`src/rtl/collision_scan_ctrl.sv`:
```
// Frame-driven collision scanner: checks the player square against each obstacle
// slot, one per clock, through a single shared overlap comparator, and runs the game-over FSM.
module collision_scan_ctrl #(
    parameter int SQUARE_SIZE = 30,
    parameter int N_OBJ       = 16
) (
    input  logic                  clk,
    input  logic                  reset,
    input  logic                  refresh_tick,
    input  logic [40*N_OBJ+19:0]  position,
    input  logic [N_OBJ-1:0]      active_mask,
    input  logic                  restart,
    output logic                  status,
    output logic                  game_over,
    output logic [N_OBJ-1:0]      hit_mask,
    output logic                  scan_busy,
    output logic                  scan_done,
    output logic                  overrun,
    output logic [1:0]            dbg_state
);

    typedef enum logic [1:0] {
        IDLE = 2'd0,
        SCAN = 2'd1,
        DONE = 2'd2,
        OVER = 2'd3
    } state_t;

    state_t             r_state;
    state_t             w_next;
    logic               w_start;
    logic [3:0]         r_index;
    logic [9:0]         r_ox [N_OBJ];
    logic [9:0]         r_oy [N_OBJ];
    logic [9:0]         r_px;
    logic [9:0]         r_py;
    logic [N_OBJ-1:0]   r_active;
    logic [N_OBJ-1:0]   r_work;
    logic [N_OBJ*20-1:0] w_unused_pos;

    genvar g;
    generate
        for (g = 0; g < N_OBJ; g++) begin : g_unused
            assign w_unused_pos[20*g +: 20] = position[40*g+20 +: 20];
        end
    endgenerate

    // Edges are formed in 11 bits so squares near x/y = 1023 do not wrap.
    logic [10:0] w_px_l, w_px_r, w_py_t, w_py_b;
    logic [10:0] w_ox_l, w_ox_r, w_oy_t, w_oy_b;
    logic        w_x_ov, w_y_ov, w_hit;

    assign w_px_l = {1'b0, r_px};
    assign w_py_t = {1'b0, r_py};
    assign w_ox_l = {1'b0, r_ox[r_index]};
    assign w_oy_t = {1'b0, r_oy[r_index]};
    assign w_px_r = w_px_l + 11'(SQUARE_SIZE - 1);
    assign w_py_b = w_py_t + 11'(SQUARE_SIZE - 1);
    assign w_ox_r = w_ox_l + 11'(SQUARE_SIZE - 1);
    assign w_oy_b = w_oy_t + 11'(SQUARE_SIZE - 1);
    assign w_x_ov = (w_px_l <= w_ox_r) && (w_ox_l <= w_px_r);
    assign w_y_ov = (w_py_t <= w_oy_b) && (w_oy_t <= w_py_b);
    assign w_hit  = w_x_ov && w_y_ov && r_active[r_index];

    always_comb begin
        w_next  = r_state;
        w_start = 1'b0;
        case (r_state)
            IDLE: begin
                if (refresh_tick) begin
                    w_next  = SCAN;
                    w_start = 1'b1;
                end
            end
            SCAN: begin
                if (r_index == 4'(N_OBJ - 1)) w_next = DONE;
            end
            DONE: begin
                w_next = (r_work != '0) ? OVER : IDLE;
            end
            OVER: begin
                w_next = OVER;
            end
            default: w_next = IDLE;
        endcase
        if (restart) begin
            w_next  = IDLE;
            w_start = 1'b0;
        end
    end

    always_ff @(posedge clk or negedge reset) begin
        if (!reset) r_state <= IDLE;
        else        r_state <= w_next;
    end

    always_ff @(posedge clk or negedge reset) begin
        if (!reset) begin
            r_index   <= '0;
            r_work    <= '0;
            r_active  <= '0;
            r_px      <= '0;
            r_py      <= '0;
            hit_mask  <= '0;
            status    <= 1'b1;
            game_over <= 1'b0;
            overrun   <= 1'b0;
            for (int i = 0; i < N_OBJ; i++) begin
                r_ox[i] <= '0;
                r_oy[i] <= '0;
            end
        end else if (restart) begin
            r_index   <= '0;
            hit_mask  <= '0;
            status    <= 1'b1;
            game_over <= 1'b0;
            overrun   <= 1'b0;
        end else begin
            if (refresh_tick && (r_state == SCAN || r_state == DONE)) overrun <= 1'b1;
            if (w_start) begin
                // Snapshot keeps the scan consistent if the bus moves mid-frame.
                r_index  <= '0;
                r_work   <= '0;
                r_active <= active_mask;
                r_px     <= position[40*N_OBJ +: 10];
                r_py     <= position[40*N_OBJ+10 +: 10];
                for (int i = 0; i < N_OBJ; i++) begin
                    r_ox[i] <= position[40*i +: 10];
                    r_oy[i] <= position[40*i+10 +: 10];
                end
            end
            if (r_state == SCAN) begin
                r_work[r_index] <= w_hit;
                r_index         <= r_index + 4'd1;
            end
            if (r_state == DONE) begin
                hit_mask <= r_work;
                if (r_work != '0) begin
                    status    <= 1'b0;
                    game_over <= 1'b1;
                end
            end
        end
    end

    assign scan_busy = (r_state == SCAN);
    assign scan_done = (r_state == DONE);
    assign dbg_state = r_state;

endmodule

```
`config.mk`:
```
export PLATFORM = sky130hd
export DESIGN_NAME = collision_scan_ctrl
export DESIGN_NICKNAME = d
export VERILOG_FILES = /design/src/rtl/collision_scan_ctrl.sv
export SDC_FILE = /design/constraint.sdc
export NUM_CORES = 1
export LEC_CHECK = 0
export CAP_MARGIN = 20
export CORE_AREA = 2 2 273 275
export DETAILED_ROUTE_END_ITERATION = 6
export DIE_AREA = 0 0 275 277
export GPL_TIMING_DRIVEN = 1
export PLACE_DENSITY = 0.48
export SLEW_MARGIN = 20
export SYNTH_ARGS = -nofsm -noshare
export SYNTH_HDL_FRONTEND = slang
export SYNTH_SLANG_ARGS = --single-unit
```
`constraint.sdc`:
```
create_clock -name clk -period 6.5 [get_ports clk]
set_input_delay 1.3 -clock clk [delete_from_list [all_inputs] [get_ports clk]]
set_output_delay 1.3 -clock clk [all_outputs]
set_load 0.1 [all_outputs]
```
==> parameters.txt, run 1 <==
Parameter                              Value

Finish
  Post-layout net count    between 3000 and 4000
  Utilization after layout    a little over a third
  Fraction of final layout cells sized beyond drive strength 1    7.80%
  Leading cell types in the layout, fill and taps excluded    sky130_fd_sc_hd__nand2_1 (1099), sky130_fd_sc_hd__dfrtp_1 (393), sky130_fd_sc_hd__clkdlybuf4s50_1 (381)
  Area Growth Syn to Fin    33.8%
  Leading cell type in the layout, fill and taps excluded    sky130_fd_sc_hd__nand2_1

Yosys
  Synth Register Bits    397
  Synth unique cells    between 50 and 60
  Syn Nets    2780
  Number of warnings reported in the yosys synthesis log    0
  Cell area after synthesis    0.0192 mm2
  Post-Synthesis Cells    ~2100
  Post-synth top flop    sky130_fd_sc_hd__dfrtp_1
  Share of the synthesized netlist area taken by xor and xnor gates    1.50%
  Mean area per synthesized cell    ~9.4 um2
  Portion of netlist area occupied by mux cells    ~12%
  Post-synth EDFFs    0
  Seq/Total Area, Yosys    about half
  Proportion of register bits with asynchronous set or reset after synthesis    100%
  Post-synthesis compound-gate area fraction    3.73%
  Largest family of logic cells by synthesized area    simple AND/OR/NAND/NOR gates
  Basic-gate share of the synthesized area counting and, or, nand and nor cells    between 20% and 30%
  Adder-cell share of the synthesized area    ~3.3%

Floorplan
  Die height    277 um
  Starting density of the core    26.1%
  Number of placed I/O pins    703
  Number of rows in the core area    100
  Die width    275 um
  Placeable core region    0.0736 mm2
  Die Area    0.0762 mm2

Drt
  Post-DR vias/cell    4.55
  Routed wire length    64900 um
  Number of antenna-violating nets in the routed design    0
  Count of routing violations after the opening detailed-route iteration    917
  Average detailed-routed wire length per instance    19.1 um
  1st-pass router iterations    5
  DR vias    15500
  Total DRC errors in the routed layout    0

Place
  IO buf count    roughly 380
  Final GP Congestion    0.773
  Detailed placer's ending HPWL    46600 um

GRT
  Initial antenna violation count    17
  Maximum number of pins on one net before global-route repair    210
  First-pass GRT wire length    between 90000 and 100000 um
  GR Util All Layers    approximately 17%
  Total gr overflow    0
  Number of global-route vias before repair    16100

CTS
  Post-CTS setup repair buffer count    0
  Deepest clock path buffer count    3
  Cts hold-fix bufs    0
  # clock sinks    397
  H-tree depth reported by CTS    2
  Clock-pin slew on the worst setup and hold paths    0.06 ns
  Buffer type at the clock tree root    sky130_fd_sc_hd__clkbuf_16
  CTS buffer count    48
  Number of gates resized after CTS    0
  TritonCTS clock tree    built
  Clock insertion delay at the later pin of the skew report    0.58 ns

Timing
  Crit path time final    5.26 ns
  Setup-violating endpoint count in the final report    0
  Unrepaired setup endpoints after global routing    no
  Top achievable clock speed    190 MHz
  Final period util    81.0%
  Setup TNS    0 ns
  Fin. max-slew vios    0
  Worst slew margin    20.9%
  Clock skew    0.0147 ns
  Least-Margin Pin Slew    1.19 ns
  Endpoints failing hold    0

Critical path
  Reg2reg end    r_work[0]
  Arrival time at the worst endpoint    about 5.8 ns
  Critical Path Slowest Stage Cell    sky130_fd_sc_hd__dfrtp_4
  Maximum fanout along the worst path    50
  Critical-path cell list    buf_12 > mux4_2 > mux4_2 > ha_1 > nand4bb_1 > and2_1 > ha_1 > a21o_1 > a21o_1 > a21oi_1 > a21oi_1 > o31ai_1 > o221ai_2 > o21ai_0
  Critical R2R Launch    r_index[0]
  Element type at the critical path end    register
  Critical path startpoint category    register
  Data required time of the worst path    approximately 7 ns
  Maximum cell stage delay along the critical path    0.73 ns
  CP Class    register to register
  Register-to-register path setup slack    1.24 ns
  Logic depth of the worst register-to-register path    14

Worst hold path
  Min-Delay Endpoint    r_active[11]
  Worst Hold Launch    r_active[11]
  Depth of the worst hold-timing path    2
  HP Class    register to register

Power
  Power per unit of standard cell area    458 mW/mm2
  Worst VDD drop    between 0.0002 and 0.0003 V
  Total leakage power    between 10 and 15 nW

Run status
  Outcome    completed

Job
  Number of maximum-capacitance violations    0
-- final cells by class --
type	count	area (um2)
clock inverter	18	233
multi-input combinational	1518	8720
antenna	6	15.0
timing repair buffer	403	4090
tap	969	1210
sequential	397	9940
inverter	18	67.6
fill	7535	47800
clock buffer	70	1460
-- report_power, final --
| part | switching (mW) | total [mW] | internal [mW] |
|---|---|---|---|
| Combinational | 2.51 | 4.59 | 2.07 |
| Clock | 1.11 | 2.86 | 1.75 |
| Sequential | 0.740 | 4.34 | 3.60 |
| Total | 4.36 | 11.8 | 7.42 |
-- how the worst max path moves through the flow --
stage                           from         end  slack, ns  cells after the start
final                     r_index[0]   r_work[0]       1.24                     14
after CTS                 r_index[1]   r_work[0]       0.88                     14
after global placement    r_index[1]  r_work[14]       0.91                     15
after floorplan           r_index[0]  r_work[10]       1.80                     22
after detailed placement  r_index[1]   r_work[0]       0.89                     14
after global routing      r_index[0]   r_work[1]       0.92                     14
-- kinds of logic after synthesis --
| family | Yosys count |
|---|---|
| compound gates | 109 |
| flops | 397 |
| xor+xnor | 33 |
| fa+ha+maj | 50 |
| simple gates | 1215 |
| mux | 111 |
| buf+inv | 135 |
-- metal layers --
metal | vias up | wire length (um) | part of all wire (%) | GRT usage [%]
met4 | 20 | 1270 | 2.0 | 4.06
met1 | 7614 | 31200 | 48 | 24.5
li1 | 7386 | - | - | -
met2 | 345 | 28900 | 44 | 26.1
met5 | - | 124 | 0.19 | 0
met3 | 90 | 3480 | 5.4 | 3.58
-- critical path, delay by kind of cell (launching register included) --
kind                       cells  cell delay, ns
AOI/OAI and AO/OA              7            1.64
adders and majority gates      2            0.55
buffers and inverters          1            0.46
DFF                            1            0.73
muxes                          2            1.25
and+or+nand+nor                2            0.46
-- synthesized netlist by cell type, types with 2 or more instances --
master	instances	area share (%)
sky130_fd_sc_hd__a2111oi_0	2	0.091
sky130_fd_sc_hd__buf_2	8	0.21
sky130_fd_sc_hd__mux4_4	4	0.52
sky130_fd_sc_hd__o41ai_1	2	0.091
sky130_fd_sc_hd__a211oi_1	5	0.20
sky130_fd_sc_hd__buf_1	4	0.078
sky130_fd_sc_hd__o21bai_1	2	0.078
sky130_fd_sc_hd__nand2b_1	2	0.065
sky130_fd_sc_hd__nor2b_1	10	0.33
sky130_fd_sc_hd__dfrtp_1	396	52
sky130_fd_sc_hd__nand3_1	24	0.62
sky130_fd_sc_hd__xor2_1	17	0.77
sky130_fd_sc_hd__o221ai_1	2	0.091
sky130_fd_sc_hd__clkbuf_1	93	1.8
sky130_fd_sc_hd__buf_4	5	0.20
sky130_fd_sc_hd__nor2_1	39	0.76
sky130_fd_sc_hd__mux2_2	2	0.12
sky130_fd_sc_hd__nor3_1	9	0.23
sky130_fd_sc_hd__mux2i_1	19	0.99
sky130_fd_sc_hd__inv_1	17	0.33
sky130_fd_sc_hd__buf_6	2	0.12
sky130_fd_sc_hd__nand3b_1	2	0.078
sky130_fd_sc_hd__a21oi_2	2	0.091
sky130_fd_sc_hd__nand4_1	10	0.33
sky130_fd_sc_hd__nand2_1	1099	21
sky130_fd_sc_hd__o31ai_1	3	0.12
sky130_fd_sc_hd__a22oi_1	26	1.0
sky130_fd_sc_hd__nor4_1	4	0.13
sky130_fd_sc_hd__mux4_2	66	7.7
sky130_fd_sc_hd__mux4_1	20	2.7
sky130_fd_sc_hd__buf_8	3	0.23
sky130_fd_sc_hd__a21o_1	6	0.23
sky130_fd_sc_hd__xnor2_1	16	0.73
sky130_fd_sc_hd__a31oi_1	3	0.098
sky130_fd_sc_hd__and2_1	8	0.26
sky130_fd_sc_hd__a22o_1	2	0.091
sky130_fd_sc_hd__o21a_1	2	0.078
sky130_fd_sc_hd__a21oi_1	20	0.52
sky130_fd_sc_hd__and3b_1	2	0.091
sky130_fd_sc_hd__o21ai_0	26	0.68
sky130_fd_sc_hd__nor3b_1	2	0.078
sky130_fd_sc_hd__ha_1	50	3.3
-- sequential cells by signal, indices dropped and copies added (netlist names) --
signal and flops:
hit_mask 16, r_work 16, r_index 4, overrun 1, game_over 1, r_oy 160
r_ox 160, dbg_state 2, status 1, r_px 10, r_active 16, r_py 10
-- metrics by stage --
| stage | hold WS (ns) | total power, mW | setup WS (ns) | cell area (um2) | instances |
|---|---|---|---|---|---|
| 3_3_place_gp | 0.452 | 8.87 | 0.909 | 24000 | 3305 |
| 3_5_place_dp | 0.456 | 9.01 | 0.889 | 24000 | 3305 |
| 2_1_floorplan | 0.437 | 7.44 | 1.80 | 19200 | 2050 |
| 5_1_grt | 0.479 | 12.7 | 0.922 | 25700 | 3396 |
| 6_report | 0.468 | 11.8 | 1.24 | 25700 | 3399 |
| 4_1_cts | 0.471 | 12.0 | 0.880 | 25700 | 3393 |
No activity file was read; power rests on OpenSTA's default activity.
==> run 2: changes to the inputs <==
==> constraint.sdc (replaced) <==
create_clock -name clk -period 5.2 [get_ports clk]
set_input_delay 1.04 -clock clk [delete_from_list [all_inputs] [get_ports clk]]
set_output_delay 1.04 -clock clk [all_outputs]
set_load 0.1 [all_outputs]
==> parameters.txt, run 2 (synthesis results as in run 1) <==
Parameter                              Value

Timing
  Worst slew margin    30.8%
  Unrepaired setup endpoints after global routing    no
  Crit path time final    4.93 ns
  Top achievable clock speed    203 MHz
  Setup-violating endpoint count in the final report    0
  Fin. max-slew vios    0
  Setup TNS    0 ns
  Final period util    94.8%
  Least-Margin Pin Slew    1.03 ns
  Endpoints failing hold    0
  Clock skew    0.0213 ns

Floorplan
  Die Area    0.0762 mm2
  Die height    between 200 and 300 um
  Die width    275 um
  Placeable core region    0.0736 mm2
  Number of placed I/O pins    703
  Number of rows in the core area    100
  Starting density of the core    a little over a quarter

CTS
  Deepest clock path buffer count    3
  Clock-pin slew on the worst setup and hold paths    ~0.060 ns
  Clock insertion delay at the later pin of the skew report    0.60 ns
  TritonCTS clock tree    built
  H-tree depth reported by CTS    2
  Cts hold-fix bufs    0
  Buffer type at the clock tree root    sky130_fd_sc_hd__clkbuf_16
  Post-CTS setup repair buffer count    0
  CTS buffer count    47
  Number of gates resized after CTS    0
  # clock sinks    397

Drt
  Post-DR vias/cell    4.53
  DR vias    15500
  Routed wire length    65300 um
  Total DRC errors in the routed layout    0
  1st-pass router iterations    5
  Number of antenna-violating nets in the routed design    0
  Average detailed-routed wire length per instance    19.1 um
  Count of routing violations after the opening detailed-route iteration    1017

Critical path
  Maximum cell stage delay along the critical path    0.65 ns
  Origin of the worst setup path    r_index[0]
  Maximum fanout along the worst path    16
  Logic depth of the worst register-to-register path    17
  Data required time of the worst path    5.70 ns
  Total buffers and inverters traversed by the critical path    2
  Kind of cell with the highest combined delay on the critical path    compound AO/OA/AOI/OAI gates
  Critical Path Slowest Stage Cell    sky130_fd_sc_hd__dfrtp_4
  Critical-path cell list    buf_4 > mux4_2 > mux4_2 > ha_1 > or2_2 > a2bb2oi_1 > nor2_1 > nand3_1 > nand2_1 > xor2_1 > ha_1 > a211oi_1 > a211oi_1 > o221ai_1 > o221ai_1 > buf_4 > o21ai_0
  Number of logic stages on the critical path including buffering    17
  Critical R2R Launch    r_index[0]
  Arrival time at the worst endpoint    5.43 ns
  Register-to-register path setup slack    0.27 ns
  Critical path startpoint category    register
  CP Class    register to register
  Element type at the critical path end    register

Worst hold path
  HP Class    register to register
  Depth of the worst hold-timing path    2
  Worst Hold Launch    r_oy[108]

GRT
  Total gr overflow    0
  Number of global-route vias before repair    16500
  Initial antenna violation count    14
  GR Util All Layers    17.3%
  Peak-usage layer in the global routing report    met2
  Met1 usage in global routing    24.6%
  Met3 Usage GRT    approximately 4.1%
  First-pass GRT wire length    ~100000 um
  Global-route track usage on met2    about a quarter
  Maximum number of pins on one net before global-route repair    187

Place
  Detailed placer's ending HPWL    around 48000 um
  IO buf count    382
  Final GP Congestion    roughly 0.8

Finish
  Fraction of final layout cells sized beyond drive strength 1    between 8 and 9%
  Leading cell types in the layout, fill and taps excluded    sky130_fd_sc_hd__nand2_1 (1099), sky130_fd_sc_hd__dfrtp_1 (393), sky130_fd_sc_hd__clkdlybuf4s50_1 (381)
  Leading cell type in the layout, fill and taps excluded    sky130_fd_sc_hd__nand2_1
  Largest regs    r_ox x160, r_oy x160
  Post-layout net count    3137
  Area Growth Syn to Fin    35.1%

Power
  Power per unit of standard cell area    577 mW/mm2
  Total leakage power    12.3 nW
  Overall power after layout    15.0 mW
  Worst VDD drop    about 0.00033 V

Run status
  Outcome    completed

Job
  Number of maximum-capacitance violations    0
-- run 2: changes by cell type in the layout (fill, tap and decap cells not counted), moves of 2 or more --
cell	change
sky130_fd_sc_hd__buf_4	+21
sky130_fd_sc_hd__clkbuf_8	-8
sky130_fd_sc_hd__bufinv_16	+7
sky130_fd_sc_hd__clkinv_2	+3
sky130_fd_sc_hd__buf_12	+2
sky130_fd_sc_hd__clkbuf_16	-2
sky130_fd_sc_hd__inv_16	+2
sky130_fd_sc_hd__inv_6	-2
-- run 2: worst paths after layout --
check | end
worst max-delay path | r_work[12]
worst min-delay path | r_oy[108]
worst max register to register | r_work[12]
worst min register to register | r_oy[108]
max in group asynchronous | r_ox[129]
min in group asynchronous | r_oy[145]
-- run 2: stage by stage --
stage	hold slack, ns	utilization [%]	area [um2]	setup slack, ns	instances
6_report	0.463	35.3	26000	0.270	3418
5_1_grt	0.488	35.3	26000	0.0309	3414
3_5_place_dp	0.453	32.9	24200	0.186	3327
4_1_cts	0.468	35.3	26000	0.165	3413
2_1_floorplan	0.437	-	19200	0.497	2050
3_3_place_gp	0.453	32.9	24200	0.256	3327
-- run 2: final cells by class --
| cell class | count | area (um2) |
|---|---|---|
| repair buffers | 425 | 4280 |
| multi-input cells | 1518 | 8710 |
| flip-flops and latches | 397 | 9940 |
| diodes | 5 | 12.5 |
| clock buffers | 59 | 1290 |
| fillers | 7475 | 47600 |
| clock inverters | 27 | 473 |
| well taps | 969 | 1210 |
| inverters | 18 | 67.6 |
-- run 2: worst reg2reg max path: cells and delay by family (launching register included) --
| kind | cells | cell delay (ns) |
|---|---|---|
| mux | 2 | 1.08 |
| flops | 1 | 0.65 |
| simple gates | 4 | 0.68 |
| buf+inv | 2 | 0.52 |
| fa+ha+maj | 2 | 0.55 |
| xor+xnor | 1 | 0.17 |
| compound gates | 6 | 1.21 |
-- run 2: where the power goes --
part           switching (mW)  internal (mW)  total [mW]
Sequential              0.933           4.50        5.43
Clock                    1.41           2.37        3.78
Combinational            3.14           2.65        5.79
-- run 2: metal layers --
| metal | vias up | wire length (um) | part of all wire [%] |
|---|---|---|---|
| met5 | - | 90 | 0.14 |
| met1 | 7550 | 30600 | 47 |
| li1 | 7442 | - | - |
| met2 | 399 | 29200 | 45 |
| met4 | 14 | 1220 | 1.9 |
| met3 | 80 | 4160 | 6.4 |
==> run 3: changes to the inputs <==
--- a/config.mk
+++ b/config.mk
@@ -5,12 +5,13 @@
 export SDC_FILE = /design/constraint.sdc
 export NUM_CORES = 1
 export LEC_CHECK = 0
+export ABC_AREA = 1
 export CAP_MARGIN = 20
-export CORE_AREA = 2 2 273 275
+export CORE_AREA = 2 2 272 274
 export DETAILED_ROUTE_END_ITERATION = 6
-export DIE_AREA = 0 0 275 277
+export DIE_AREA = 0 0 274 276
 export GPL_TIMING_DRIVEN = 1
-export PLACE_DENSITY = 0.48
+export PLACE_DENSITY = 0.5
 export SLEW_MARGIN = 20
 export SYNTH_ARGS = -nofsm -noshare
 export SYNTH_HDL_FRONTEND = slang
==> parameters.txt, run 3 <==
Parameter                              Value

Critical path
  Register-to-register path setup slack    0.60 ns
  CP Class    register to register
  Reg2reg end    r_work[10]
  Logic depth of the worst register-to-register path    23
  Data required time of the worst path    5.68 ns
  Critical R2R Launch    r_index[0]
  Arrival time at the worst endpoint    5.08 ns
  Critical path startpoint category    register
  Origin of the worst setup path    r_index[0]
  Maximum fanout along the worst path    41
  Capture point of the critical path    r_work[10]
  Element type at the critical path end    register

Yosys
  Mean area per synthesized cell    7.40 um2
  Synth Register Bits    397
  Proportion of register bits with asynchronous set or reset after synthesis    100%
  Seq/Total Area, Yosys    approximately 49%
  Post-synth EDFFs    0
  Synth top cells by count    sky130_fd_sc_hd__nand2_1 (1202), sky130_fd_sc_hd__dfrtp_1 (396), sky130_fd_sc_hd__o21ai_0 (252)
  Post-Synthesis Cells    roughly 2700
  Fraction of post-synthesis cell area in the top cell type by area    48.9%
  Post-synth top flop    sky130_fd_sc_hd__dfrtp_1
  Most common cell in the netlist    sky130_fd_sc_hd__nand2_1
  Number of warnings reported in the yosys synthesis log    0
  Most area-hungry cell type in the Yosys netlist    sky130_fd_sc_hd__dfrtp_1
  Cell area after synthesis    a little over 0.02 mm2
  Leading cell types by total area after synthesis    sky130_fd_sc_hd__dfrtp_1 (49%), sky130_fd_sc_hd__nand2_1 (22%), sky130_fd_sc_hd__o21ai_0 (6.2%)
  Syn Nets    3471
  Synth unique cells    35

Drt
  Average detailed-routed wire length per instance    17.5 um
  DR vias    18200
  Post-DR vias/cell    4.49
  Routed wire length    71000 um
  Count of routing violations after the opening detailed-route iteration    between 1000 and 1500
  1st-pass router iterations    5
  Total DRC errors in the routed layout    0
  Number of antenna-violating nets in the routed design    0

CTS
  Clock insertion delay at the later pin of the skew report    between 0.5 and 0.6 ns
  Deepest clock path buffer count    3
  Number of gates resized after CTS    0
  # clock sinks    397
  Post-CTS setup repair buffer count    0
  Clock-pin slew on the worst setup and hold paths    0.06 ns
  Cts hold-fix bufs    0
  Buffer type at the clock tree root    sky130_fd_sc_hd__clkbuf_16
  TritonCTS clock tree    built
  CTS buffer count    47
  H-tree depth reported by CTS    2

Place
  Final GP Congestion    0.774
  IO buf count    382
  Detailed placer's ending HPWL    48900 um
  Post-DP Area    between 0.02 and 0.03 mm2

Finish
  Fraction of final layout cells sized beyond drive strength 1    4.59%
  Area Growth Syn to Fin    31.4%
  Leading cell type in the layout, fill and taps excluded    sky130_fd_sc_hd__nand2_1
  Post-layout net count    3790
  Leading cell types in the layout, fill and taps excluded    sky130_fd_sc_hd__nand2_1 (1202), sky130_fd_sc_hd__dfrtp_1 (394), sky130_fd_sc_hd__clkdlybuf4s50_1 (381)
  Filler cell count    around 8000
  Post-route cell area    around 0.027 mm2
  Area used by multi-input combinational logic    0.00880 mm2
  Area of all sequential standard cells    0.00994 mm2
  Largest regs    r_ox x160, r_oy x160

Timing
  Endpoints failing hold    0
  Clock skew    0.0227 ns
  Least-Margin Pin Slew    0.992 ns
  Final period util    88.5%
  Unrepaired setup endpoints after global routing    no
  Top achievable clock speed    about 220 MHz
  Fin. max-slew vios    0
  Setup-violating endpoint count in the final report    0
  Crit path time final    ~4.6 ns
  Setup TNS    0 ns
  Worst slew margin    33.7%

Worst hold path
  HP Class    primary input to asynchronous set/reset pin

Floorplan
  Starting density of the core    27.9%
  Placeable core region    between 0.07 and 0.08 mm2
  Die height    276 um
  Number of rows in the core area    between 90 and 100
  Number of placed I/O pins    703
  Die Area    roughly 0.076 mm2
  Die width    between 200 and 300 um

Job
  Number of maximum-capacitance violations    0

GRT
  Total gr overflow    0
  Maximum number of pins on one net before global-route repair    180
  GR Util All Layers    a little under a fifth
  Number of global-route vias before repair    approximately 18000
  First-pass GRT wire length    109000 um
  Initial antenna violation count    21

Power
  Worst VDD drop    0.000256 V
  Power per unit of standard cell area    about 580 mW/mm2
  Total leakage power    12.9 nW

Run status
  Outcome    completed
-- run 3: cell types whose count changed after synthesis, sizes merged, moves of 72 or more --
cell	change
nor2	+182
mux4	-90
nand3	+72
nand2	+107
o21ai	+238
inv	+204
-- run 3: kinds of logic (layout without fill, tap and decap cells) --
| group | after synthesis | count (layout) | share of synthesized area, % |
|---|---|---|---|
| AO/OA/AOI/OAI | 327 | 327 | 8.31 |
| XOR/XNOR | 30 | 30 | 1.30 |
| adder cells (fa/ha/maj) | 50 | 50 | 3.08 |
| buffers and inverters | 372 | 726 | 7.79 |
| flip-flops | 397 | 397 | 49.0 |
| multiplexers | 11 | 11 | 0.543 |
| other | 0 | 5 | 0 |
| AND/OR/NAND/NOR | 1554 | 1554 | 30.0 |
-- run 3: final cells by class --
cell class                      count  share of cell area [%]
Tap cell                          959                    4.50
Sequential cell                   397                    37.3
Inverter                          221                    3.16
Multi-Input combinational cell   1972                    33.0
Timing Repair Buffer              421                    16.1
Clock inverter                     15                   0.563
Antenna cell                        5                  0.0469
Clock buffer                       69                    5.33
-- run 3: power breakdown --
group / total (mW) / switching (mW) / leakage, nW / internal [mW]
sequential: 5.22 / 0.692 / 4.98 / 4.53
combinational: 6.94 / 4.40 / 7.18 / 2.53
clock: 3.38 / 1.39 / 0.780 / 1.99
total: 15.5 / 6.49 / 12.9 / 9.05
-- run 3: critical path, cell delays in order (launching register included) --
cell	delay, ns
sky130_fd_sc_hd__dfrtp_4	0.61
sky130_fd_sc_hd__buf_12	0.23
sky130_fd_sc_hd__buf_4	0.20
sky130_fd_sc_hd__o21ai_0	0.16
sky130_fd_sc_hd__o22ai_1	0.11
sky130_fd_sc_hd__nand2_1	0.11
sky130_fd_sc_hd__nand4_1	0.44
sky130_fd_sc_hd__ha_1	0.41
sky130_fd_sc_hd__nor3_2	0.24
sky130_fd_sc_hd__nand2_1	0.12
sky130_fd_sc_hd__nand2_1	0.11
sky130_fd_sc_hd__xor2_1	0.17
sky130_fd_sc_hd__ha_1	0.26
sky130_fd_sc_hd__nand2_1	0.11
sky130_fd_sc_hd__a21oi_1	0.05
sky130_fd_sc_hd__nor2_1	0.08
sky130_fd_sc_hd__nand3_1	0.09
sky130_fd_sc_hd__nand2_1	0.06
sky130_fd_sc_hd__nand2_1	0.05
sky130_fd_sc_hd__a21oi_1	0.12
sky130_fd_sc_hd__nor2_1	0.06
sky130_fd_sc_hd__nand2_2	0.13
sky130_fd_sc_hd__nand3_2	0.27
sky130_fd_sc_hd__o21ai_0	0.25
-- run 3: through the flow --
| stage | power, mW | util (%) | setup WS (ns) | cells | hold WS [ns] |
|---|---|---|---|---|---|
| 6_report | 15.5 | 36.7 | 0.599 | 4059 | 0.460 |
| 5_1_grt | 17.1 | 36.7 | 0.152 | 4056 | 0.488 |
| 4_1_cts | 15.8 | 36.7 | 0.624 | 4054 | 0.468 |
| 3_5_place_dp | 12.3 | 34.6 | 0.655 | 3970 | 0.456 |
| 3_3_place_gp | 12.2 | 34.6 | 0.663 | 3970 | 0.457 |
| 2_1_floorplan | 10.1 | - | 1.65 | 2741 | 0.444 |
-- run 3: worst min path at each step --
stage / from / endpoint
after floorplan: r_ox[10] / r_ox[10]
after global placement: r_ox[12] / r_ox[12]
after detailed placement: status / status
after CTS: reset / game_over
after global routing: reset / game_over
final: reset / game_over
-- run 3: metal layers --
layer	global-route usage, %	vias up	share of wire, %
li1	-	9163	-
met1	27.2	8479	49
met2	28.0	460	43
met3	4.91	87	7.2
met4	3.41	22	1.4
met5	0	-	0.19
